--- src/rtl/mem_copy_dma.sv ---
// rtl/mem_copy_dma.sv - word-by-word RAM copy engine alternating one READ and one WRITE cycle per word
module mem_copy_dma #(
   parameter int ADDR_W = 9,
   parameter int DATA_W = 16
) (
   input  logic              clk,
   input  logic              rst_n,
   input  logic              start,
   input  logic [ADDR_W-1:0] src_addr,
   input  logic [ADDR_W-1:0] dst_addr,
   input  logic [ADDR_W:0]   len,
   input  logic              abort,
   input  logic [DATA_W-1:0] mem_out,
   output logic [ADDR_W-1:0] mem_address,
   output logic [DATA_W-1:0] mem_in,
   output logic              mem_load,
   output logic              busy,
   output logic              done
);

   typedef enum logic [1:0] {
      S_IDLE,
      S_READ,
      S_WRITE,
      S_DONE
   } state_t;

   localparam logic [ADDR_W:0] MAX_LEN = {1'b1, {ADDR_W{1'b0}}};

   state_t              state_q, state_d;
   logic [ADDR_W-1:0]   src_ptr_q, src_ptr_d;
   logic [ADDR_W-1:0]   dst_ptr_q, dst_ptr_d;
   logic [ADDR_W:0]     remaining_q, remaining_d;
   logic [DATA_W-1:0]   data_q, data_d;
   logic [ADDR_W:0]     len_sat;

   always_ff @(posedge clk or negedge rst_n) begin
      if (!rst_n) begin
         state_q     <= S_IDLE;
         src_ptr_q   <= '0;
         dst_ptr_q   <= '0;
         remaining_q <= '0;
         data_q      <= '0;
      end else begin
         state_q     <= state_d;
         src_ptr_q   <= src_ptr_d;
         dst_ptr_q   <= dst_ptr_d;
         remaining_q <= remaining_d;
         data_q      <= data_d;
      end
   end

   always_comb begin
      len_sat     = (len > MAX_LEN) ? MAX_LEN : len;
      state_d     = state_q;
      src_ptr_d   = src_ptr_q;
      dst_ptr_d   = dst_ptr_q;
      remaining_d = remaining_q;
      data_d      = data_q;
      case (state_q)
         S_IDLE: begin
            if (start) begin
               src_ptr_d   = src_addr;
               dst_ptr_d   = dst_addr;
               remaining_d = len_sat;
               state_d     = (len_sat != '0) ? S_READ : S_DONE;
            end
         end
         S_READ: begin
            if (abort) begin
               state_d = S_IDLE;
            end else begin
               data_d  = mem_out;
               state_d = S_WRITE;
            end
         end
         S_WRITE: begin
            // The write itself is committed this edge even when aborting.
            src_ptr_d   = src_ptr_q + ADDR_W'(1);
            dst_ptr_d   = dst_ptr_q + ADDR_W'(1);
            remaining_d = remaining_q - (ADDR_W+1)'(1);
            if (abort) begin
               state_d = S_IDLE;
            end else if (remaining_q == (ADDR_W+1)'(1)) begin
               state_d = S_DONE;
            end else begin
               state_d = S_READ;
            end
         end
         S_DONE: begin
            state_d = S_IDLE;
         end
         default: begin
            state_d = S_IDLE;
         end
      endcase
   end

   assign mem_address = (state_q == S_WRITE) ? dst_ptr_q : src_ptr_q;
   assign mem_in      = data_q;
   assign mem_load    = (state_q == S_WRITE);
   assign busy        = (state_q == S_READ) || (state_q == S_WRITE);
   assign done        = (state_q == S_DONE);

endmodule

--- config.mk ---
export PLATFORM = sky130hd
export DESIGN_NAME = mem_copy_dma
export DESIGN_NICKNAME = d
export VERILOG_FILES = /design/src/rtl/mem_copy_dma.sv
export SDC_FILE = /design/constraint.sdc
export NUM_CORES = 1
export LEC_CHECK = 0
export ABC_AREA = 1
export CAP_MARGIN = 20
export CORE_MARGIN = 5
export CORE_UTILIZATION = 44
export DETAILED_ROUTE_END_ITERATION = 8
export HOLD_SLACK_MARGIN = 0.12
export PLACE_DENSITY = 0.77
export SLEW_MARGIN = 5
export SYNTH_ARGS = -nofsm -noshare
export SYNTH_HDL_FRONTEND = slang
export SYNTH_SLANG_ARGS = --single-unit
--- constraint.sdc ---
create_clock -name clk -period 1.4 [get_ports clk]
set_input_delay 0.14 -clock clk [delete_from_list [all_inputs] [get_ports clk]]
set_output_delay 0.14 -clock clk [all_outputs]
set_load 0.005 [all_outputs]
==> summary.md, run 1 <==
| Metric | Value |
|---|---|
| Asr flop ratio synth | `100.0%` |
| Final worst slack | `-0.2703 ns` |
| Critical Path Start Type | `flip-flop` |
| Layout cells sized above 1 | `29.52%` |
| DP Wirelength | `5666 um` |
| Port Buf Inserts | `75` |
| RSZ-0062 raised after global routing | `yes` |
| Vias | `2993` |
| Synth Net Count | `412` |
| Largest net degree at the start of global routing | `47` |
| Int Power | `0.006018 W` |
| Slew margin rel. | `77.34%` |
| Remaining DRCs | `0` |
| H-tree depth | `2` |
| Total Wirelength | `9392 um` |
| Syn Area/Cell | `7.764 sq um` |
| Post-Syn Area | `0.002764 sq mm` |
| Top cell type's share of synthesized area | `41.65%` |
| Width of the die | `89.26 um` |
| Synth area leader | `dfrtp_1` |
| Via density | `5.383` |
| RR Startpoint | `state_q[1]$_DFFE_PN0P_` |
| Vias in the first global route | `2959` |
| WP data required | `1.57 ns` |
| CTS tree | `yes` |
| Clock Root Buffer | `clkbuf_8` |
| DRT iter0 DRCs | `173` |
| Net Sw Power | `0.004231 W` |
| Routability-driven placement congestion ratio | `0.9318` |
| Maximum vdd drop | `1302 uV` |
| Reg2reg path depth | `8` |
| Distinct cell type count after synthesis | `30` |
| Sequential Power Share | `25.8%` |
| Area grow syn2layout | `61.66%` |
| Failing checks | `negative setup slack` |
| Remaining antenna violation count | `0` |
| Final setup viols | `55` |
| CORE AREA | `0.006026 sq mm` |
| Clk_lat worst skew | `0.31 ns` |
| Multi-input combinational cell area | `0.001634 sq mm` |
| CTS sink count | `46` |
| Placed Cells | `531` |
| Worst R2R Setup Slack | `-0.27 ns` |
| Layout Cells excl Fill | `556` |
| Primary FF master, synth | `dfrtp_1` |
| DP Worst Slack | `-0.2567 ns` |
| Critical Path AT | `1.84 ns` |
| Max Transition Viols Final | `0` |
| Logic pwr share | `64.4%` |
| Initial antenna violation count | `0` |
| WS Path Type | `flip-flop to flip-flop` |
| EDFF count, synth | `0` |
| Diodes inserted | `0` |
| # fillers | `422` |
| Clk_skew | `0.007759 ns` |
| Final hold viol count | `0` |
| Placed instance area | `0.003866 sq mm` |
| F_max | `0.5987 GHz` |
| Status | `finished with violations` |
| Switching Fraction | `41.28%` |
| Clk slew on worst S/H paths | `0.09 ns` |
| Slew @ Worst Pin | `0.3386 ns` |
| Fin Setup TNS | `-7.670 ns` |
| Static Leak | `2.131 nW` |
| Yosys warnings | `0` |
| Overall Global Routing Usage | `21.55%` |
| Tmin final | `1.670 ns` |
| Pre-antenna DRT Iters | `5` |
| CP endpoint kind | `flip-flop` |
| Hold WC Path Type | `input port to async pin` |
| Crit-path max FO | `7` |
| Cell row count | `28` |
| Nets@finish | `536` |
| Max-cap viol count | `0` |
| P per Cell Area | `2294 mW/mm^2` |
| Terminus of the critical flop-to-flop path | `dst_ptr_q[6]$_DFFE_PN0P_` |
| Initial Util | `45.87%` |
| WL per Instance | `16.89 um` |
| Die height | `89.26 um` |
| Synth Register Bits | `46` |
| Register area share after synthesis | `41.65%` |
| Global-route wire length before repair | `13300 um` |
| Num CTS Buffers | `5` |
| Synthesized instance count | `356` |
| Main area contributors after synthesis | `dfrtp_1, nand2_1, nor2_1, mux2_2, inv_1` |
| Full die area | `0.007966 sq mm` |
| Fin crit share | `119.3%` |
| Overflow left after global routing | `0` |
| Clk buf depth | `2` |
| Clk pwr share | `9.8%` |
| Design Area, Final | `0.004468 sq mm` |
| FF+latch area | `0.001151 sq mm` |
| I/O Pins | `76` |
-- synth_stat cells (3+ instances only) --
master / instances
xor2_1: 4
buf_6: 7
nor2_1: 54
a21oi_1: 17
buf_2: 5
o21ai_2: 3
dfrtp_1: 46
nand3_1: 24
a31oi_1: 5
inv_1: 36
ha_1: 8
nand2_1: 81
nor3_1: 5
mux2_2: 16
nand4_1: 5
o21ai_0: 22
-- layer usage --
metal	vias up	part of all wire (%)	track usage, %
met1	1370	38	24.83
met3	50	8.4	6.359
met5	-	0	0
met2	168	49	36.30
li1	1405	-	-
met4	0	4.8	10.83
-- state kept, by name, indices dropped and copies added, names as in the netlist --
name         flops
dst_ptr_q        9
mem_in          16
remaining_q     10
src_ptr_q        9
state_q          2
-- metrics by stage --
step	utilization (%)	total power (W)	hold slack [ns]
2_1_floorplan	-	0.005330	-0.1556
3_3_place_gp	64.16	0.007573	0.1366
3_5_place_dp	64.16	0.007736	0.1465
4_1_cts	68.94	0.009309	0.3529
5_1_grt	74.15	0.01094	0.3741
6_report	74.15	0.01025	0.3295
-- worst max path at each step --
stage                                     to  cells after the start                   start  slack, ns
floorplan           src_ptr_q[4]$_DFFE_PN0P_                      8  state_q[0]$_DFFE_PN0P_      -0.03
global placement              mem_address[8]                      5  state_q[0]$_DFFE_PN0P_      -0.22
detailed placement            mem_address[4]                      6  state_q[0]$_DFFE_PN0P_      -0.26
CTS                           mem_address[4]                      7  state_q[0]$_DFFE_PN0P_      -0.20
global route        dst_ptr_q[6]$_DFFE_PN0P_                      8  state_q[1]$_DFFE_PN0P_      -0.32
finish              dst_ptr_q[6]$_DFFE_PN0P_                      8  state_q[1]$_DFFE_PN0P_      -0.27
-- power groups by stage --
stage	combinational (W)	sequential (W)	clock, W
2_1_floorplan	0.00284	0.00249	0
3_3_place_gp	0.00507	0.00250	0
3_5_place_dp	0.00519	0.00255	0
4_1_cts	0.00573	0.00255	0.00102
5_1_grt	0.00714	0.00272	0.00107
6_report	0.00660	0.00264	0.00100
-- placed cells by master, fill, tap and decap left out, types with 10 or more instances in the layout --
cell / count
nor2_1: 41
dfrtp_1: 46
buf_2: 11
buf_6: 14
nor2_2: 12
mux2_4: 16
o21ai_2: 10
nand2_1: 72
clkdlybuf4s50_1: 62
inv_1: 33
nand3_1: 23
a21oi_1: 15
buf_4: 31
-- area by class of cell --
type | instances | area share (%)
multi-input combinational | 258 | 36.57
timing repair buffer | 130 | 29.35
sequential | 46 | 25.76
inverter | 38 | 3.640
tap | 75 | 2.100
clock buffer | 7 | 1.708
clock inverter | 1 | 0.6721
timing repair inverter | 1 | 0.1960
-- critical path, stage by stage (launching register included) --
cell	delay, ns
dfrtp_1	0.41
buf_6	0.14
inv_4	0.04
ha_4	0.17
o21ai_4	0.27
buf_6	0.18
nor2_1	0.06
o21ai_1	0.14
nand2_1	0.12
-- cells by family after synthesis --
group | Yosys count | synth area share, %
AND/OR/NAND/NOR | 174 | 25.94
AO/OA/AOI/OAI | 56 | 11.73
buffers and inverters | 52 | 9.280
flip-flops | 46 | 41.65
multiplexers | 16 | 6.519
adder cells (fa/ha/maj) | 8 | 3.622
XOR/XNOR | 4 | 1.267
-- what timing repair did --
action                                 CTS  global route
endpoints found under the hold margin   46             0
setup buffers                            8             4
setup endpoints to repair               57            56
hold buffers                             1             0
resized for setup                      106            53
pin swaps                                9            16
cloned                                   1             4
Note: power is estimated with default switching activity, not from simulation.
==> run 2, diff against run 1 <==
- CELL_PAD_IN_SITES_DETAIL_PLACEMENT: default -> 0
- CELL_PAD_IN_SITES_GLOBAL_PLACEMENT: default -> 1
- CORE_UTILIZATION: 44 -> 31
- PLACE_DENSITY: 0.77 -> default
- PLACE_DENSITY_LB_ADDON: default -> 0.1
==> run 2 against run 1 <==
- the run still ends with negative setup slack left
- sequential cell count unchanged
- register-to-register slack gained 0.02 ns
- critical path depth increased by 1
- global-route usage is 5.6 points lower
- highest routed layer unchanged
==> summary.md, run 2 (synthesized netlist as in run 1, its figures left out) <==
| Metric | Value |
|---|---|
| DP Wirelength | `6010 um (+6.1%)` |
| H-tree depth | `2 (unchanged)` |
| Num CTS Buffers | `5 (unchanged)` |
| Slew margin rel. | `77.82% (+0.48 points)` |
| Clk slew on worst S/H paths | `0.09 ns (about the same)` |
| Remaining DRCs | `0 (unchanged)` |
| CP endpoint kind | `output port` |
| Tmin final | `1.679 ns (+0.009019 ns)` |
| RR Startpoint | `state_q[1]$_DFFE_PN0P_` |
| Layout cells sized above 1 | `35.89% (+6.4 points)` |
| Full die area | `0.01090 sq mm (+37%)` |
| Die height | `104.4 um (+17%)` |
| Terminus of the critical flop-to-flop path | `dst_ptr_q[2]$_DFFE_PN0P_` |
| Max-cap viol count | `0 (unchanged)` |
| Area grow syn2layout | `72.79%` |
| Fin crit share | `120.0% (+0.64 points)` |
| CTS tree | `yes` |
| Critical Path Start Type | `flip-flop` |
| Final worst slack | `-0.2794 ns (-0.009019 ns)` |
| Remaining antenna violation count | `0 (unchanged)` |
| Reg2reg path depth | `9 (+1)` |
| Commonest cells after routing, fill and taps aside | `nand2_1, clkdlybuf4s50_1, dfrtp_1` |
| CP max-delay cell | `dfrtp_1` |
| Final setup viols | `56 (+1.8%)` |
| Clk buf depth | `2 (unchanged)` |
| F_max | `0.5955 GHz (-0.54%)` |
| DP Worst Slack | `-0.2847 ns (-0.02803 ns)` |
| Critical Path AT | `1.54 ns (-0.30 ns)` |
| Largest stage delay, worst path | `0.40 ns (about the same)` |
| CTS sink count | `46 (unchanged)` |
| Initial Util | `31.69% (-14 points)` |
| Commonest non-fill, non-tap cell in the layout | `nand2_1` |
| Routability-driven placement congestion ratio | `0.7771 (-17%)` |
| P per Cell Area | `2255 mW/mm^2 (-1.7%)` |
| Overflow left after global routing | `0 (unchanged)` |
| Vias in the first global route | `2966 (+0.24%)` |
| Design Area, Final | `0.004776 sq mm (+6.9%)` |
| Nets@finish | `551 (+2.8%)` |
| Global-route wire length before repair | `14500 um (+9.0%)` |
| Final hold viol count | `0 (unchanged)` |
| Cell row count | `34 (+21%)` |
| CP Cell Sequence | `inv_2, ha_4, buf_12, inv_8, buf_6, buf_6, nand2_2, nand2_1, buf_2` |
| Maximum vdd drop | `1183 uV (-9.2%)` |
| Clk_skew | `0.01302 ns (+0.005258 ns)` |
| Hold_ws | `0.3284 ns (-0.001066 ns)` |
| Most common cell on crit path | `buf_6` |
| CORE AREA | `0.008721 sq mm (+45%)` |
| DRT iter0 DRCs | `48 (-72%)` |
| Crit-path max FO | `5 (-2)` |
| Clock Root Buffer | `clkbuf_8` |
| WS Path Type | `flip-flop to output port` |
| Largest net degree at the start of global routing | `47 (unchanged)` |
| Total Wirelength | `9006 um (-4.1%)` |
| Top Family by Delay on Critical Path | `buffers and inverters` |
| WP buf/inv | `6 (+3)` |
| Static Leak | `2.242 nW (+5.2%)` |
| Vias | `2885 (-3.6%)` |
| Width of the die | `104.4 um (+17%)` |
| Hold WC Path Type | `input port to async pin` |
| Placed instance area | `0.003933 sq mm (+1.7%)` |
| Port Buf Inserts | `75 (unchanged)` |
| Fin Setup TNS | `-9.498 ns (-1.828 ns)` |
| I/O Pins | `76 (unchanged)` |
| Total Power | `0.01077 W (+5.1%)` |
| WP data required | `1.26 ns (-0.31 ns)` |
| Largest register FFs | `16 (unchanged)` |
| Slew @ Worst Pin | `0.3301 ns (-0.008533 ns)` |
| Max Transition Viols Final | `0 (unchanged)` |
| Overall Global Routing Usage | `15.94% (-5.6 points)` |
| Initial antenna violation count | `0 (unchanged)` |
| Clk_lat worst skew | `0.31 ns (about the same)` |
| Worst R2R Setup Slack | `-0.25 ns (+0.02 ns)` |
| Via density | `4.776 (-11%)` |
| WL per Instance | `14.91 um (-12%)` |
| Pre-antenna DRT Iters | `4 (-1)` |
| Status | `finished with violations` |
| Diodes inserted | `0 (unchanged)` |
| Failing checks | `negative setup slack` |
| RSZ-0062 raised after global routing | `yes` |
==> run 2: repair_timing <==
action	4_1_cts	5_1_grt
resized for setup	143	65
endpoints found under the setup margin	58	58
pin swaps	21	19
setup buffers	23	4
hold buffers	1	0
hold endpoints to repair	46	0
gates cloned	0	3
==> run 2: where the power goes <==
group | switching (W) | internal, W | leakage [nW]
clock network | 0.000502 | 0.000536 | 0.0585
logic | 0.00323 | 0.00388 | 1.64
registers | 0.000621 | 0.00200 | 0.548
==> run 2: worst min-delay path: cells and delay by family <==
family   cells  cell delay (ns)
buf+inv      3             0.88
==> run 2: how the worst max path moves through the flow <==
stage	depth (start not counted)	end	from	slack [ns]
global route	9	mem_address[5]	state_q[0]$_DFFE_PN0P_	-0.35
global placement	6	mem_address[6]	state_q[0]$_DFFE_PN0P_	-0.26
floorplan	8	src_ptr_q[4]$_DFFE_PN0P_	state_q[0]$_DFFE_PN0P_	-0.03
finish	9	mem_address[5]	state_q[0]$_DFFE_PN0P_	-0.28
detailed placement	6	mem_address[4]	state_q[0]$_DFFE_PN0P_	-0.28
CTS	7	mem_address[6]	state_q[1]$_DFFE_PN0P_	-0.28
==> run 2: through the flow <==
stage	utilization, %	std cells
2_1_floorplan	-	356
3_3_place_gp	45.09	569
6_report	54.76	604
3_5_place_dp	45.09	569
4_1_cts	51.25	600
5_1_grt	54.76	604
==> run 2: routing by layer <==
layer / vias up / part of all wire [%] / global-route usage [%]
met4: 0 / 1.0 / 3.423
met2: 70 / 50 / 27.47
li1: 1437 / - / -
met3: 10 / 4.5 / 3.662
met1: 1368 / 44 / 20.24
met5: - / 0 / 0
==> run 2: cell type report <==
| cell class | count | area (sq um) |
|---|---|---|
| clock buffers | 5 | 68.82 |
| flip-flops and latches | 46 | 1151 |
| multi-input cells | 258 | 1702 |
| inverters | 38 | 162.7 |
| clock inverters | 3 | 43.79 |
| well taps | 108 | 135.1 |
| repair buffers | 146 | 1513 |
| fillers | 832 | 3945 |
